### src/rtl/serial_pkg.sv
// Shared types and frame timing helper for the serial transmit arbiter.
package serial_pkg;

  localparam int FRAME_BITS = 10;

  typedef enum logic [1:0] {
    IDLE,
    LOAD,
    FRAME
  } tx_arb_state_t;

  function automatic int frame_cycles(int divisor, int guard);
    return FRAME_BITS * (divisor + 1) + guard;
  endfunction

endpackage

### src/rtl/serial_tx_arbiter_if.sv
// Requester and transmitter-side signals of the serial transmit arbiter.
interface serial_tx_arbiter_if #(
  parameter int NUM_REQ = 4
);

  logic [NUM_REQ-1:0]   req_valid_in;
  logic [8*NUM_REQ-1:0] req_data_in;
  logic [NUM_REQ-1:0]   req_ready_out;
  logic [7:0]           tx_val_out;
  logic                 tx_trigger_out;
  logic [2:0]           grant_id_out;
  logic                 busy_out;

  modport master (
    output req_valid_in,
    output req_data_in,
    input  req_ready_out,
    input  tx_val_out,
    input  tx_trigger_out,
    input  grant_id_out,
    input  busy_out
  );

  modport slave (
    input  req_valid_in,
    input  req_data_in,
    output req_ready_out,
    output tx_val_out,
    output tx_trigger_out,
    output grant_id_out,
    output busy_out
  );

endinterface

### src/rtl/rr_arbiter.sv
// Round-robin picker; remembers the last winner and scans from the one after it.
module rr_arbiter #(
  parameter int N = 4
) (
  input  logic                         clk_i,
  input  logic                         rst_i,
  input  logic [N-1:0]                 req_i,
  input  logic                         en_i,
  output logic [N-1:0]                 grant_onehot_o,
  output logic [((N>1)?$clog2(N):1)-1:0] grant_idx_o
);

  localparam int IW = (N > 1) ? $clog2(N) : 1;

  logic [IW-1:0] last_q, last_d;
  logic [IW-1:0] pos;
  logic          found;

  always_comb begin
    found          = 1'b0;
    pos            = '0;
    grant_idx_o    = '0;
    grant_onehot_o = '0;
    for (int i = 1; i <= N; i++) begin
      pos = IW'((int'(last_q) + i) % N);
      if (!found && req_i[pos]) begin
        found       = 1'b1;
        grant_idx_o = pos;
      end
    end
    last_d = last_q;
    if (en_i && found) begin
      grant_onehot_o[grant_idx_o] = 1'b1;
      last_d                      = grant_idx_o;
    end
  end

  // Start at N-1 so requester 0 wins the first scan after reset.
  always_ff @(posedge clk_i) begin
    if (rst_i) last_q <= IW'(N - 1);
    else       last_q <= last_d;
  end

endmodule

### src/rtl/serial_tx_arbiter.sv
// Shares one 8N1 transmitter between requesters; times each frame itself
// because the transmitter exposes no busy flag.
module serial_tx_arbiter
  import serial_pkg::*;
#(
  parameter int NUM_REQ = 4,
  parameter int DIVISOR = 868,
  parameter int GUARD   = 2
) (
  input  logic                clk_in,
  input  logic                rst_in,
  serial_tx_arbiter_if.slave  bus
);

  localparam int FC = frame_cycles(DIVISOR, GUARD);
  localparam int CW = $clog2(FC + 1);
  localparam int IW = (NUM_REQ > 1) ? $clog2(NUM_REQ) : 1;

  tx_arb_state_t state_q, state_d;
  logic [CW-1:0] cnt_q, cnt_d;
  logic [7:0]    val_q, val_d;
  logic [2:0]    gid_q, gid_d;
  logic          busy_q, busy_d;

  logic               arb_en;
  logic               accept;
  logic [NUM_REQ-1:0] gnt_oh;
  logic [IW-1:0]      gnt_idx;

  // Reset wins over a same-cycle valid, so no accept is offered then.
  assign arb_en = (state_q == IDLE) && !rst_in;
  assign accept = |gnt_oh;

  rr_arbiter #(.N(NUM_REQ)) u_rr (
    .clk_i          (clk_in),
    .rst_i          (rst_in),
    .req_i          (bus.req_valid_in),
    .en_i           (arb_en),
    .grant_onehot_o (gnt_oh),
    .grant_idx_o    (gnt_idx)
  );

  always_comb begin
    state_d = state_q;
    cnt_d   = cnt_q;
    val_d   = val_q;
    gid_d   = gid_q;
    busy_d  = busy_q;
    unique case (state_q)
      IDLE: begin
        if (accept) begin
          val_d   = bus.req_data_in[{gnt_idx, 3'b000} +: 8];
          gid_d   = 3'(gnt_idx);
          busy_d  = 1'b1;
          state_d = LOAD;
        end
      end
      LOAD: begin
        cnt_d   = '0;
        state_d = FRAME;
      end
      FRAME: begin
        if (cnt_q == CW'(FC - 1)) begin
          cnt_d   = '0;
          busy_d  = 1'b0;
          state_d = IDLE;
        end else begin
          cnt_d = cnt_q + 1'b1;
        end
      end
      default: state_d = IDLE;
    endcase
  end

  always_ff @(posedge clk_in) begin
    if (rst_in) begin
      state_q <= IDLE;
      cnt_q   <= '0;
      val_q   <= '0;
      gid_q   <= '0;
      busy_q  <= 1'b0;
    end else begin
      state_q <= state_d;
      cnt_q   <= cnt_d;
      val_q   <= val_d;
      gid_q   <= gid_d;
      busy_q  <= busy_d;
    end
  end

  assign bus.req_ready_out  = gnt_oh;
  assign bus.tx_val_out     = val_q;
  assign bus.tx_trigger_out = (state_q == LOAD);
  assign bus.grant_id_out   = gid_q;
  assign bus.busy_out       = busy_q;

endmodule
### src/flat_wrapper.sv
// flat-port wrapper written by rule: the top's interface ports become plain ports
module serial_tx_arbiter_flat import serial_pkg::*;
#(
  parameter int NUM_REQ = 4,
  parameter int DIVISOR = 868,
  parameter int GUARD   = 2
)
  (clk_in, rst_in, bus_req_valid_in, bus_req_data_in, bus_req_ready_out, bus_tx_val_out, bus_tx_trigger_out, bus_grant_id_out, bus_busy_out);
  serial_tx_arbiter_if #(.NUM_REQ(NUM_REQ)) bus_i ();
  input  logic clk_in;
  input  logic rst_in;
  input wire logic [$bits(bus_i.req_valid_in)-1:0] bus_req_valid_in;
  input wire logic [$bits(bus_i.req_data_in)-1:0] bus_req_data_in;
  output wire logic [$bits(bus_i.req_ready_out)-1:0] bus_req_ready_out;
  output wire logic [$bits(bus_i.tx_val_out)-1:0] bus_tx_val_out;
  output wire logic [$bits(bus_i.tx_trigger_out)-1:0] bus_tx_trigger_out;
  output wire logic [$bits(bus_i.grant_id_out)-1:0] bus_grant_id_out;
  output wire logic [$bits(bus_i.busy_out)-1:0] bus_busy_out;
  assign bus_i.req_valid_in = bus_req_valid_in;
  assign bus_i.req_data_in = bus_req_data_in;
  assign bus_req_ready_out = bus_i.req_ready_out;
  assign bus_tx_val_out = bus_i.tx_val_out;
  assign bus_tx_trigger_out = bus_i.tx_trigger_out;
  assign bus_grant_id_out = bus_i.grant_id_out;
  assign bus_busy_out = bus_i.busy_out;
  serial_tx_arbiter #(.NUM_REQ(NUM_REQ), .DIVISOR(DIVISOR), .GUARD(GUARD)) u_core (.clk_in(clk_in), .rst_in(rst_in), .bus(bus_i));
endmodule
### config.mk
export PLATFORM = sky130hd
export DESIGN_NAME = serial_tx_arbiter_flat
export DESIGN_NICKNAME = d
export VERILOG_FILES = /design/src/rtl/serial_pkg.sv /design/src/rtl/serial_tx_arbiter_if.sv /design/src/rtl/rr_arbiter.sv /design/src/rtl/serial_tx_arbiter.sv /design/src/flat_wrapper.sv
export SDC_FILE = /design/constraint.sdc
export NUM_CORES = 1
export LEC_CHECK = 0
export ABC_AREA = 1
export BUFFER_PORTS_ARGS = -buffer_cell sky130_fd_sc_hd__buf_2
export CAP_MARGIN = 20
export CORE_ASPECT_RATIO = 0.7
export CORE_MARGIN = 5
export CORE_UTILIZATION = 56
export DETAILED_ROUTE_END_ITERATION = 6
export GPL_TIMING_DRIVEN = 0
export PLACE_DENSITY = 0.85
export SYNTH_ARGS = -nofsm -noshare
export SYNTH_HDL_FRONTEND = slang
export SYNTH_HIERARCHICAL = 1
export SYNTH_SLANG_ARGS = --single-unit
### constraint.sdc
create_clock -name clk_in -period 3.7 [get_ports clk_in]
set_input_delay 0.74 -clock clk_in [delete_from_list [all_inputs] [get_ports clk_in]]
set_output_delay 0.74 -clock clk_in [all_outputs]
set_load 0.05 [all_outputs]
==> flow_summary.ini <==
[floorplanning]
die_w_um = 79.4
io_pins = 55
die_h_um = 58.6
coreArea_mm2 = 0.00319
rows = 17
dieArea_mm2 = 0.00465
initial_core_util_pct = 59.1

[yosys]
yosys-top-cells-area = dfxtp_1 31%, nor2_1 13%, nand2_1 10%
synth-edff-count = 0
syn_nets = 334
synth-seq-area-share_pct = 30.8
syn_area_mm2 = 0.00189
synth_flop_cell = dfxtp_1
syn_inst = 291
synth_cell_types = 28
synth_fa_ha_area_share_pct = 3.32
ys_ff_latch = 29
synth_top_family_by_area = simple AND/OR/NAND/NOR gates
synthArstFlopShare_pct = 0
synthMuxAreaShare_pct = 0.531
synth_common_cells = 64 x nor2_1, 50 x nand2_1, 29 x dfxtp_1
synth-xor-area-share_pct = 5.11
synth.largest_area_cell = dfxtp_1
synth-simple-area-share_pct = 38.2
synth_most_common_cell = nor2_1
syn_area_per_cell_um2 = 6.48
synth_top_area_share_pct = 30.8
yosys_warnings = 6
synth_compound_area_share_pct = 12.5

[worst_setup_path]
critPathLaunch = bus_req_valid_in[3]
r2r_slack_ns = 1.22
reg2reg_depth = 15
critical_path_class = in -> out
end_kind = primary output
setup.worst_path.start_class = primary input
critPathMaxFanout = 10
arrival_ns = 2.10
r2r_end = u_core/bus.tx_val_out[5]
r2r-start = u_core/u_rr/last_q[1]
worstPathRequired_ns = 2.96
timing.critical_path.to = bus_req_ready_out[3]

[finish]
nets = 394
drive_gt1_share_pct = 27.3
area_delta_synth_final_pct = 20.8
fin_util_pct = 71.4
n_antenna_cell = 0

[routing]
firstDrtPassIters = 4
post_drt_wl_per_cell_um = 11.6
first_iter_violations = 113
routed_wl_um = 4510
drc_errors = 0
via_per_inst = 5.11
antenna_left = 0
vias = 1991

[place]
port_buffers = 53
dpl.hpwl_um = 3550
place.gp.congestion = 0.902

[sta]
drv_slew = 0
hold-worst-slack_ns = 0.488
max_freq_mhz = 352
period_share_pct = 76.8
rsz0062_at_grt = false
timing.final.hold_violations = 0
fin_crit_ns = 2.84
setup_tns_ns = 0
finClkSkew_ns = 0.00295
setup_viol = 0

[clock_tree]
cts_resized = 0
cts_tree = built
clkLatencyLatePin_ns = 0.28
cts.clk_slew.worst_paths_ns = 0.06
hold_buffers = 0
h-tree-depth = 2
cts_setup_buffers = 0
cts_sinks = 29
cts_made_buffers = 5
clock_path_buffers = 2
root_buffer = clkbuf_8

[job]
maxCapViolCount = 0

[grt]
grtUsageTotal_pct = 21.1
grt_pass1_vias = 1815
antenna_found_initial = 0
grt_pass1_wl_um = 7810
grt_max_degree = 13
overflow = 0

[pwr]
power.density_mw_per_mm2 = 899
cellLeakagePower_nw = 1.10
irDropWorstVdd_v = 0.000587

[min_path]
worst_hold_path_type = reg -> reg

[run_status]
status = finished clean
[layout make-up]
class,count,area [µm²]
well taps,38,47.5
fillers,267,912
plain buffers,8,56.3
repair buffers,53,265
multi-input cells,223,1130
flip-flops and latches,29,581
clock buffers,8,80.1
inverters,31,119
[worst min-delay path by stage]
stage                        start             endpoint  slack, ns  depth (start not counted)
6_report       u_core/bus.busy_out  u_core/bus.busy_out       0.49                          2
5_1_grt        u_core/bus.busy_out  u_core/bus.busy_out       0.52                          2
4_1_cts        u_core/bus.busy_out  u_core/bus.busy_out       0.49                          2
3_5_place_dp   u_core/bus.busy_out  u_core/bus.busy_out       0.47                          2
3_3_place_gp   u_core/bus.busy_out  u_core/bus.busy_out       0.47                          2
2_1_floorplan    u_core/state_q[1]    u_core/state_q[1]       0.48                          2
[placed cells by master (no fill, tap or decap)]
cell	Yosys	routed
ha_1	5	5
nand2_2	13	13
nor2_1	64	64
dfxtp_1	29	29
inv_2	5	5
conb_1	1	1
a31oi_1	1	1
nor3_1	1	1
o22ai_1	8	8
nor2_4	1	1
a21oi_1	9	9
nand2_1	50	50
clkbuf_8	0	5
buf_6	2	2
xnor2_1	4	4
inv_4	1	1
nand3_2	1	1
clkbuf_1	1	4
nand2_4	3	3
xor2_1	7	7
o21ai_0	27	27
nor2_2	7	7
or2_1	1	1
buf_4	2	2
buf_2	3	56
mux2i_1	1	1
nand3_1	14	14
nand4_1	5	5
inv_1	25	25
[power breakdown]
part	internal (mW)	total, mW	switching [mW]
Combinational	0.436	1.40	0.963
Sequential	0.370	0.405	0.0350
Clock	0.133	0.245	0.111
Total	0.938	2.05	1.11
[state kept, by name, indices dropped and copies added (netlist names)]
register	flops
u_core/bus.tx_val_out	8
u_core/bus.grant_id_out	2
u_core/bus.busy_out	1
u_core/u_rr/last_q	2
u_core/state_q	2
u_core/cnt_q	14
[stage by stage]
stage                     power [mW]  instances  area (µm²)  setup slack (ns)
after global routing            2.24        390        2280             0.697
after global placement          1.77        382        2200             0.885
after detailed placement        1.80        382        2200             0.877
after CTS                       2.05        390        2280             0.875
after floorplan                 1.52        291        1890             0.721
final                           2.05        390        2280             0.857
[critical path, stage by stage]
cell and delay [ns]:
buf_2 0.12, inv_1 0.05, nand2_1 0.04, nand3_1 0.12, nand2_1 0.10, nor2_4 0.12, nand3_1 0.11, nand2_2 0.19
nand2_2 0.10, nor2_1 0.14, buf_2 0.28
[logic make-up after synthesis]
group | count (synthesis)
simple gates | 160
compound gates | 45
buf+inv | 39
flops | 29
xor+xnor | 11
fa+ha+maj | 5
other cells | 1
mux | 1
[routing by layer]
layer / up-vias / wire length [µm] / global-route usage (%)
li1: 1037 / - / -
met1: 887 / 2180 / 28.9
met2: 63 / 1970 / 32.7
met3: 4 / 325 / 6.42
met4: 0 / 35 / 5.15
met5: - / 0 / 0
No activity file was read; power rests on OpenSTA's default activity.
